--- src/rtl/uart_pkg.sv ---
// Shared types and helpers for the extended UART receiver: FSM state encoding,
// parity-mode codes, and the parity / majority helper functions.
package uart_pkg;

  typedef enum logic [2:0] {
    IDLE     = 3'd0,
    START    = 3'd1,
    DATA     = 3'd2,
    PARITY   = 3'd3,
    STOP     = 3'd4,
    BRK_WAIT = 3'd5
  } rx_state_t;

  localparam logic [1:0] PAR_NONE = 2'b00;
  localparam logic [1:0] PAR_EVEN = 2'b01;
  localparam logic [1:0] PAR_ODD  = 2'b10;

  // Widest legal data word; narrower words are zero-extended, which leaves parity unchanged.
  localparam int PAR_W = 9;

  function automatic logic parity_bit(input logic [PAR_W-1:0] data, input logic odd);
    return (^data) ^ odd;
  endfunction

  function automatic logic majority3(input logic a, input logic b, input logic c);
    return (a & b) | (a & c) | (b & c);
  endfunction

endpackage

--- src/rtl/uart_rx_sampler.sv ---
// Line front end: two-flop synchroniser for rx plus the capture register whose
// two stored samples are voted with the live third sample.
module uart_rx_sampler
  import uart_pkg::*;
(
  input  logic clk,
  input  logic reset,
  input  logic rx,
  input  logic sample_en,
  output logic rx_s,
  output logic maj
);

  logic [1:0] sync_r;
  logic [1:0] cap_r;

  // Synchroniser and early-sample capture, both idling at the line's high level
  always_ff @(posedge clk) begin
    if (reset) begin
      sync_r <= 2'b11;
      cap_r  <= 2'b11;
    end else begin
      sync_r <= {sync_r[0], rx};
      if (sample_en) begin
        cap_r <= {cap_r[0], sync_r[1]};
      end else begin
        cap_r <= cap_r;
      end
    end
  end

  assign rx_s = sync_r[1];
  assign maj  = majority3(cap_r[1], cap_r[0], sync_r[1]);

endmodule

--- src/rtl/uart_rx_ext.sv ---
// Oversampling UART receiver with majority voting, false-start rejection, runtime
// parity / stop-bit configuration and parity, framing and break reporting.
module uart_rx_ext
  import uart_pkg::*;
#(
  parameter int DBIT = 8,
  parameter int OVS  = 16
) (
  input  logic            clk,
  input  logic            reset,
  input  logic            rx,
  input  logic            s_tick,
  input  logic [1:0]      parity_mode,
  input  logic            two_stop,
  output logic            rx_done_tick,
  output logic [DBIT-1:0] dout,
  output logic            parity_err,
  output logic            frame_err,
  output logic            break_det
);

  localparam int SW = $clog2(OVS);
  localparam int NW = $clog2(DBIT);
  localparam logic [SW-1:0] S_LAST = SW'(OVS - 1);
  localparam logic [SW-1:0] S_LO   = SW'(OVS / 2 - 1);
  localparam logic [SW-1:0] S_MID  = SW'(OVS / 2);
  localparam logic [SW-1:0] S_EVAL = SW'(OVS / 2 + 1);
  localparam logic [NW-1:0] N_LAST = NW'(DBIT - 1);

  rx_state_t       state_r, state_nx;
  logic [SW-1:0]   s_r, s_nx, s_inc;
  logic [NW-1:0]   n_r, n_nx;
  logic [DBIT-1:0] b_r, b_nx, dout_nx;
  logic [1:0]      mode_r, mode_nx;
  logic            two_stop_r, two_stop_nx;
  logic            stop_idx_r, stop_idx_nx;
  logic            par_bit_r, par_bit_nx;
  logic            par_err_r, par_err_nx;
  logic            fe_r, fe_nx;
  logic            stop0_r, stop0_nx;
  logic            done_nx, perr_nx, ferr_nx, brk_nx;
  logic            rx_s, maj, sample_en, eval, bit_end, par_en, first_stop, brk;

  uart_rx_sampler u_sampler (
    .clk       (clk),
    .reset     (reset),
    .rx        (rx),
    .sample_en (sample_en),
    .rx_s      (rx_s),
    .maj       (maj)
  );

  assign eval       = s_tick && (s_r == S_EVAL);
  assign bit_end    = s_tick && (s_r == S_LAST);
  assign sample_en  = s_tick && (state_r != IDLE) && (state_r != BRK_WAIT) &&
                      ((s_r == S_LO) || (s_r == S_MID));
  assign par_en     = (mode_r == PAR_EVEN) || (mode_r == PAR_ODD);
  assign first_stop = stop_idx_r ? stop0_r : maj;
  assign brk        = (b_r == {DBIT{1'b0}}) && (!par_en || !par_bit_r) && !first_stop;

  // Tick counter advance, wrapping at the end of each bit period
  always_comb begin
    s_inc = s_r;
    if (s_tick) begin
      s_inc = (s_r == S_LAST) ? {SW{1'b0}} : s_r + 1'b1;
    end else begin
      s_inc = s_r;
    end
  end

  // Next-state and frame-completion logic
  always_comb begin
    state_nx    = state_r;
    s_nx        = s_r;
    n_nx        = n_r;
    b_nx        = b_r;
    mode_nx     = mode_r;
    two_stop_nx = two_stop_r;
    stop_idx_nx = stop_idx_r;
    par_bit_nx  = par_bit_r;
    par_err_nx  = par_err_r;
    fe_nx       = fe_r;
    stop0_nx    = stop0_r;
    done_nx     = 1'b0;
    dout_nx     = dout;
    perr_nx     = parity_err;
    ferr_nx     = frame_err;
    brk_nx      = break_det;
    case (state_r)
      IDLE: begin
        s_nx = {SW{1'b0}};
        if (!rx_s) begin
          state_nx    = START;
          mode_nx     = parity_mode;
          two_stop_nx = two_stop;
          stop_idx_nx = 1'b0;
          par_bit_nx  = 1'b0;
          par_err_nx  = 1'b0;
          fe_nx       = 1'b0;
        end else begin
          state_nx = IDLE;
        end
      end
      START: begin
        s_nx = s_inc;
        if (eval && maj) begin
          state_nx = IDLE;
          s_nx     = {SW{1'b0}};
        end else if (bit_end) begin
          state_nx = DATA;
          n_nx     = {NW{1'b0}};
        end else begin
          state_nx = START;
        end
      end
      DATA: begin
        s_nx = s_inc;
        if (eval) begin
          b_nx = {maj, b_r[DBIT-1:1]};
        end else begin
          b_nx = b_r;
        end
        if (bit_end && (n_r == N_LAST)) begin
          state_nx    = par_en ? PARITY : STOP;
          stop_idx_nx = 1'b0;
        end else if (bit_end) begin
          n_nx = n_r + 1'b1;
        end else begin
          state_nx = DATA;
        end
      end
      PARITY: begin
        s_nx = s_inc;
        if (eval) begin
          par_bit_nx = maj;
          par_err_nx = (maj != parity_bit(PAR_W'(b_r), mode_r == PAR_ODD));
        end else begin
          par_bit_nx = par_bit_r;
        end
        if (bit_end) begin
          state_nx = STOP;
        end else begin
          state_nx = PARITY;
        end
      end
      STOP: begin
        s_nx = s_inc;
        if (eval && (stop_idx_r == two_stop_r)) begin
          // Last stop bit: finish at its centre so a back-to-back start edge is not missed
          done_nx  = 1'b1;
          dout_nx  = b_r;
          perr_nx  = par_err_r;
          ferr_nx  = fe_r | ~maj | brk;
          brk_nx   = brk;
          state_nx = brk ? BRK_WAIT : IDLE;
          s_nx     = {SW{1'b0}};
        end else if (eval) begin
          fe_nx    = fe_r | ~maj;
          stop0_nx = maj;
        end else if (bit_end) begin
          stop_idx_nx = 1'b1;
        end else begin
          state_nx = STOP;
        end
      end
      BRK_WAIT: begin
        s_nx = {SW{1'b0}};
        if (rx_s) begin
          state_nx = IDLE;
        end else begin
          state_nx = BRK_WAIT;
        end
      end
      default: begin
        state_nx = IDLE;
        s_nx     = {SW{1'b0}};
      end
    endcase
  end

  // Frame-tracking registers
  always_ff @(posedge clk) begin
    if (reset) begin
      state_r    <= IDLE;
      s_r        <= {SW{1'b0}};
      n_r        <= {NW{1'b0}};
      b_r        <= {DBIT{1'b0}};
      mode_r     <= PAR_NONE;
      two_stop_r <= 1'b0;
      stop_idx_r <= 1'b0;
      par_bit_r  <= 1'b0;
      par_err_r  <= 1'b0;
      fe_r       <= 1'b0;
      stop0_r    <= 1'b0;
    end else begin
      state_r    <= state_nx;
      s_r        <= s_nx;
      n_r        <= n_nx;
      b_r        <= b_nx;
      mode_r     <= mode_nx;
      two_stop_r <= two_stop_nx;
      stop_idx_r <= stop_idx_nx;
      par_bit_r  <= par_bit_nx;
      par_err_r  <= par_err_nx;
      fe_r       <= fe_nx;
      stop0_r    <= stop0_nx;
    end
  end

  // Registered outputs, held until the next completed frame
  always_ff @(posedge clk) begin
    if (reset) begin
      rx_done_tick <= 1'b0;
      dout         <= {DBIT{1'b0}};
      parity_err   <= 1'b0;
      frame_err    <= 1'b0;
      break_det    <= 1'b0;
    end else begin
      rx_done_tick <= done_nx;
      dout         <= dout_nx;
      parity_err   <= perr_nx;
      frame_err    <= ferr_nx;
      break_det    <= brk_nx;
    end
  end

endmodule

--- config.mk ---
export PLATFORM = sky130hd
export DESIGN_NAME = uart_rx_ext
export DESIGN_NICKNAME = d
export VERILOG_FILES = /design/src/rtl/uart_pkg.sv /design/src/rtl/uart_rx_sampler.sv /design/src/rtl/uart_rx_ext.sv
export SDC_FILE = /design/constraint.sdc
export NUM_CORES = 1
export LEC_CHECK = 0
export BUFFER_PORTS_ARGS = -buffer_cell sky130_fd_sc_hd__buf_2
export CORE_MARGIN = 3
export CORE_UTILIZATION = 61
export CTS_BUF_LIST = sky130_fd_sc_hd__clkbuf_4 sky130_fd_sc_hd__clkbuf_8
export DETAILED_ROUTE_END_ITERATION = 8
export PLACE_DENSITY = 0.87
export RECOVER_POWER = 50
export REMOVE_ABC_BUFFERS = 1
export SETUP_SLACK_MARGIN = 0.2
export SYNTH_ARGS = -nofsm -noshare
export SYNTH_HDL_FRONTEND = slang
export SYNTH_HIERARCHICAL = 1
export SYNTH_SLANG_ARGS = --single-unit
--- constraint.sdc ---
create_clock -name clk -period 2.2 [get_ports clk]
set_clock_uncertainty 0.05 [all_clocks]
set_input_delay 0.33 -clock clk [delete_from_list [all_inputs] [get_ports clk]]
set_output_delay 0.33 -clock clk [all_outputs]
set_load 0.02 [all_outputs]
* Word level (Yosys, flattened, before mapping)
Index checks and enable logic that the tools add are counted.
** Word-level totals
- Register bits :: 42
- Latch bits :: 0
- RAM bits :: 0
- ROM bits :: 0
- Input bits :: 7
- Output and inout port bits :: 12
- Word-level logic and storage cells :: 134
- Memories kept :: 0
** Operators by class
- $add $sub $neg :: 2
- Multipliers :: 0
- Div/mod/pow operators :: 0
- Order comparisons :: 0
- Equality and inequality tests :: 29
- Shifts and indexed selects :: 0
- Muxes and demuxes :: 38
- Bitwise operators :: 12
- Reductions and logical operators :: 35
** Operator list (count)
- $mux W3 :: 13
- $ne A2 B2 Y1 const B :: 11
- $pmux W3 S6 :: 1
- $mux W4 :: 4
- $eq A4 B4 Y1 const B :: 3
- $mux W1 :: 12
- $ne A3 B3 Y1 const B :: 4
- $pmux W4 S3 :: 1
- $logic_and A1 B1 Y1 :: 10
- $eq A3 B3 Y1 const B :: 3
- $reduce_and A3 Y1 :: 3
- $reduce_xor A9 Y1 :: 1
- $logic_not A8 Y1 :: 1
- $eq A3 B2 Y1 const B :: 2
- $pmux W1 S2 :: 3
- $pmux W3 S2 :: 1
- $reduce_and A2 Y1 :: 3
- $reduce_and A6 Y1 :: 1
- $reduce_bool A2 Y1 :: 3
- $reduce_bool A3 Y1 :: 2
- $reduce_and A5 Y1 :: 1
- $add A4 B1 Y4 const B :: 1
- $eq A4 B3 Y1 const B :: 1
- $mux W2 :: 2
- 16 further kinds :: 29

* Depth between registers and ports, before layout
- Depth after elaboration :: 9
- Depth in mapped cells :: 8
- Depth with buffers taken out :: 8

* Modules after synthesis
Netlist, hierarchy kept.
** Modules (own cells, without submodules)
- uart_rx_ext :: instances 1, cells an instance 223, area an instance 1905.6 µm², seq. area each 760.7 µm²
- uart_rx_sampler :: instances 1, cells an instance 11, area an instance 132.6 µm², seq. area each 80.1 µm²

* Worst setup path after synthesis
Ideal clock, no wire load.
- Path type :: register to register
- Start point :: register s_r[0]
- End point :: register dout[1]
- Library setup time :: 0.128 ns
- Arrival time :: 1.683 ns
- Required time :: 2.022 ns
- Slack :: 0.340 ns
- Cell stages (with the launch flop) :: 8
- Buffers on the path :: 2
- Clock period less this slack :: 1.860 ns
- Path through :: dfxtp_1 ha_1 nand4b_4 or4b_1 buf_2 buf_6 mux2i_1 nor2_1
** On the way
- Cells in the longest elaborated chain, start to end :: 4
** Ends and longest elaborated chain
- from (decl) :: line uart_rx_ext.sv:31 : logic [SW-1:0] s_r, s_nx, s_inc;
- from (signal assigned) :: line uart_rx_ext.sv:185 : s_r <= {SW{1'b0}};
- from (signal assigned) :: line uart_rx_ext.sv:197 : s_r <= s_nx;
- $eq A4 B4 Y1 :: line uart_rx_ext.sv:53 : assign eval = s_tick && (s_r == S_EVAL);
- $logic_and A1 B1 Y1 :: line uart_rx_ext.sv:53
- $logic_and A1 B1 Y1 :: line uart_rx_ext.sv:148 : if (eval && (stop_idx_r == two_stop_r)) begin
- $reduce_and A2 Y1 (no line)
- to (signal assigned) :: line uart_rx_ext.sv:214 : dout <= {DBIT{1'b0}};
- to (signal assigned) :: line uart_rx_ext.sv:220 : dout <= dout_nx;
- to (decl) :: line uart_rx_ext.sv:16 : output logic [DBIT-1:0] dout,
Every way passes these cells.
A chain may end at the register's enable or synchronous reset.

* Worst setup path in the final report
- Start point :: register s_r[1]
- End point :: register frame_err
** On the way
- Cells in the longest elaborated chain, start to end :: 4
** Ends and longest elaborated chain
- $eq A4 B4 Y1 :: line uart_rx_ext.sv:53
- $logic_and A1 B1 Y1 :: line uart_rx_ext.sv:53
- $logic_and A1 B1 Y1 :: line uart_rx_ext.sv:148
- $reduce_and A2 Y1 (no line)
- to (signal assigned) :: line uart_rx_ext.sv:222 : frame_err <= ferr_nx;
- to (decl) :: line uart_rx_ext.sv:18 : output logic frame_err,
Every way passes these cells.

==> results.sh <==
export IMPL_status="completed"
export IMPL_grt_pass1_vias=1574
export IMPL_rows=20
export IMPL_clk_pin_slew_ps=110
export IMPL_dp_hpwl_mm=2.749
export IMPL_drv_cap=0
export IMPL_multi_input_area_um2=1095
export IMPL_hold_slack_ps=103.2
export IMPL_hp_class="input pin to flip-flop"
export IMPL_die_h_um=63.81
export IMPL_timing_rr_end="frame_err"
export IMPL_grt_max_degree=22
export IMPL_holdPathEnd="u_sampler/sync_r[0]"
export IMPL_pin_count=19
export IMPL_synth_common_cells="42 x dfxtp_1, 23 x nand2_1, 20 x a21oi_1"
export IMPL_rsz0062_at_grt="yes"
export IMPL_layout_nets=273
export IMPL_ys_types=47
export IMPL_internal_power_uw=922.8
export IMPL_leakagePower_nw=0.8804
export IMPL_drt_iter0_drc=88
export IMPL_core_area_um2=3128
export IMPL_n_fill_cell=251
export IMPL_period_needed_ps=1939
export IMPL_clkPwrFrac_pct=31.9
export IMPL_grt_ovfl_total=0
export IMPL_slew_viol_final=0
export IMPL_start_kind="flip-flop"
export IMPL_required_ps=2430
export IMPL_grt_util_all_layers_pct=21.46
export IMPL_worst_slew_pin_slew_ps=918.9
export IMPL_drtPass1Iterations=4
export IMPL_synth_top_area_cell="dfxtp_1"
export IMPL_crit_type="flip-flop to flip-flop"
export IMPL_powerDensity_nw_per_um2=536.4
export IMPL_synth_edff_count=0
export IMPL_antenna_cells=0
export IMPL_worstPathArrival_ps=2170
export IMPL_final_layout_size_suffix_gt1_share_pct=12.84
export IMPL_syn_area_um2=2038
export IMPL_ys_seq_area_share_pct=41.25
export IMPL_endpoint_kind="flip-flop"
export IMPL_finalSetupTns_ps=0
export IMPL_initial_core_util_pct=65.16
export IMPL_ff_latch_area_um2=842.1
export IMPL_setup_viol=0
export IMPL_clk_latency_ps=360
export IMPL_fin_crit_sh_pct=88.11
export IMPL_die_area_um2=4071
export IMPL_grt_pass1_wl_mm=7.031
export IMPL_place_congestion=0.7941
export IMPL_final_antenna_net_count=0
export IMPL_numCtsBuffers=5
export IMPL_cts_tree="done"
export IMPL_yosysWarnings=6
export IMPL_critPathMaxFanout=12
export IMPL_swShare_pct=23.73
export IMPL_placed_area_um2=2187
export IMPL_seqPwrFrac_pct=63.5
export IMPL_avgSynthCellArea_um2=8.710
export IMPL_antenna_found_initial=0
export IMPL_syn2layout_area_growth_pct=10.68
export IMPL_synth_area_leaders="dfxtp_1 41%, ha_1 6.1%, mux2i_1 5.9%"
export IMPL_synth_seq_cells=42
export IMPL_p_switching_uw=287.1
export IMPL_regToRegSetupSlack_ps=260
export IMPL_netlist_instances=234
export IMPL_fmax_mhz=515.9
export IMPL_async_flop_share_pct=0
export IMPL_peakVddDrop_mv=0.5146
export IMPL_reg2reg_from="s_r[1]"
export IMPL_drc=0
export IMPL_hold_viol_final=0
export IMPL_cts_root_buffer="clkbuf_4"
export IMPL_avgRoutedWirePerCell_um=13.05
export IMPL_dpl_cell_count=291
export IMPL_synth_main_ff_cell="dfxtp_1"
export IMPL_reg2reg_depth=7
export IMPL_port_buffers=18
export IMPL_drt_wl_total_mm=3.927
export IMPL_via_count=1689
export IMPL_fp_dieW_um=63.81
export IMPL_synth_top_cell_area_share_pct=41.25
export IMPL_pwr_share_comb_pct=4.6
export IMPL_clock_sinks=42
export IMPL_hp_start="rx"
export IMPL_htree_levels=2
export IMPL_relSlewSlack_pct=38.74
export IMPL_cts_buffer_depth=2
export IMPL_via_per_inst=5.611
export IMPL_synth_most_common_cell="dfxtp_1"
export IMPL_hold_depth=2
export IMPL_final_cells=301
export IMPL_design_area_um2=2256
[power by group through the flow]
stage / Combinational (mW) / Sequential, mW / Clock, mW
after CTS: 0.0537 / 0.768 / 0.393
final: 0.0552 / 0.768 / 0.386
after floorplan: 0.0221 / 0.788 / 0
after detailed placement: 0.0532 / 0.785 / 0
after global routing: 0.0624 / 0.770 / 0.433
after global placement: 0.0526 / 0.785 / 0
[stage by stage]
step,total power [mW],utilization [%],setup slack [ps]
final,1.210,72.12,261.5
after global routing,1.265,72.12,146.7
after CTS,1.215,71.80,226.8
after detailed placement,0.8386,69.92,254.3
after global placement,0.8376,69.92,299.5
after floorplan,0.8099,-,163.2
[how the worst max path moves through the flow]
| stage | end | cells after the start | from | slack (ps) |
|---|---|---|---|---|
| final | frame_err | 7 | s_r[1] | 260 |
| after global routing | b_r[5] | 6 | s_r[1] | 150 |
| after CTS | frame_err | 6 | s_r[0] | 230 |
| after detailed placement | dout[1] | 6 | s_r[0] | 250 |
| after global placement | parity_err | 7 | s_r[1] | 300 |
| after floorplan | frame_err | 5 | s_r[0] | 160 |
[registers in the layout, indices dropped and copies added, names as in the netlist]
name	count
u_sampler/cap_r	2
par_err_r	1
parity_err	1
stop_idx_r	1
mode_r	2
par_bit_r	1
frame_err	1
rx_done_tick	1
s_r	4
stop0_r	1
break_det	1
fe_r	1
u_sampler/sync_r	2
b_r	8
n_r	3
state_r	3
two_stop_r	1
dout	8
[critical path, stage by stage (launching register included)]
cell      delay (ps)
dfxtp_1          350
inv_1            110
ha_1             220
nand4b_4         140
or4b_4           560
buf_6            180
nor2b_1          140
nor3_1           110
[layout make-up]
class	count	area share [%]
clock buffer	6	1.997
clock inverter	2	0.6101
inverter	13	2.163
multi-input combinational	165	48.53
sequential	42	37.33
tap	44	2.440
timing repair buffer	29	6.933
[routing by layer]
layer  part of all wire (%)  routed length, µm  GRT usage, %  vias to the layer above
met5                      0                  0             0                        -
met4                    1.4                 55         7.278                        0
met3                    4.1                161         6.678                        7
met2                     46               1807         32.52                       33
met1                     48               1902         28.82                      790
li1                       -                  -             -                      859
[layout by cell type, fill, tap and decap left out, drive strengths merged, types with 3 or more instances in the layout]
cell,n
nand2b,3
or2,3
a21oi,20
nand4,4
nor2b,8
nor2,19
buf,15
xnor2,6
o21ai,7
clkbuf,20
dfxtp,42
inv,13
nor3,4
mux2i,12
ha,10
nand2,23
nand3,12
and2,3
[cells by family (layout without fill, tap and decap cells)]
group / Yosys count / after routing / share of synthesized area [%]
AND/OR/NAND/NOR: 90 / 90 / 23.63
AO/OA/AOI/OAI: 44 / 44 / 13.63
flip-flops: 42 / 42 / 41.25
buffers and inverters: 27 / 50 / 5.525
multiplexers: 12 / 12 / 5.893
adder cells (fa/ha/maj): 11 / 11 / 6.630
XOR/XNOR: 8 / 8 / 3.438
[timing repair]
action | in CTS | in global routing
endpoints found under the hold margin | 0 | 0
hold buffers | 0 | 0
setup buffers | 0 | 2
resized for setup | 0 | 5
setup endpoints to repair | 0 | 27
Power figures use the tool's default switching activity.
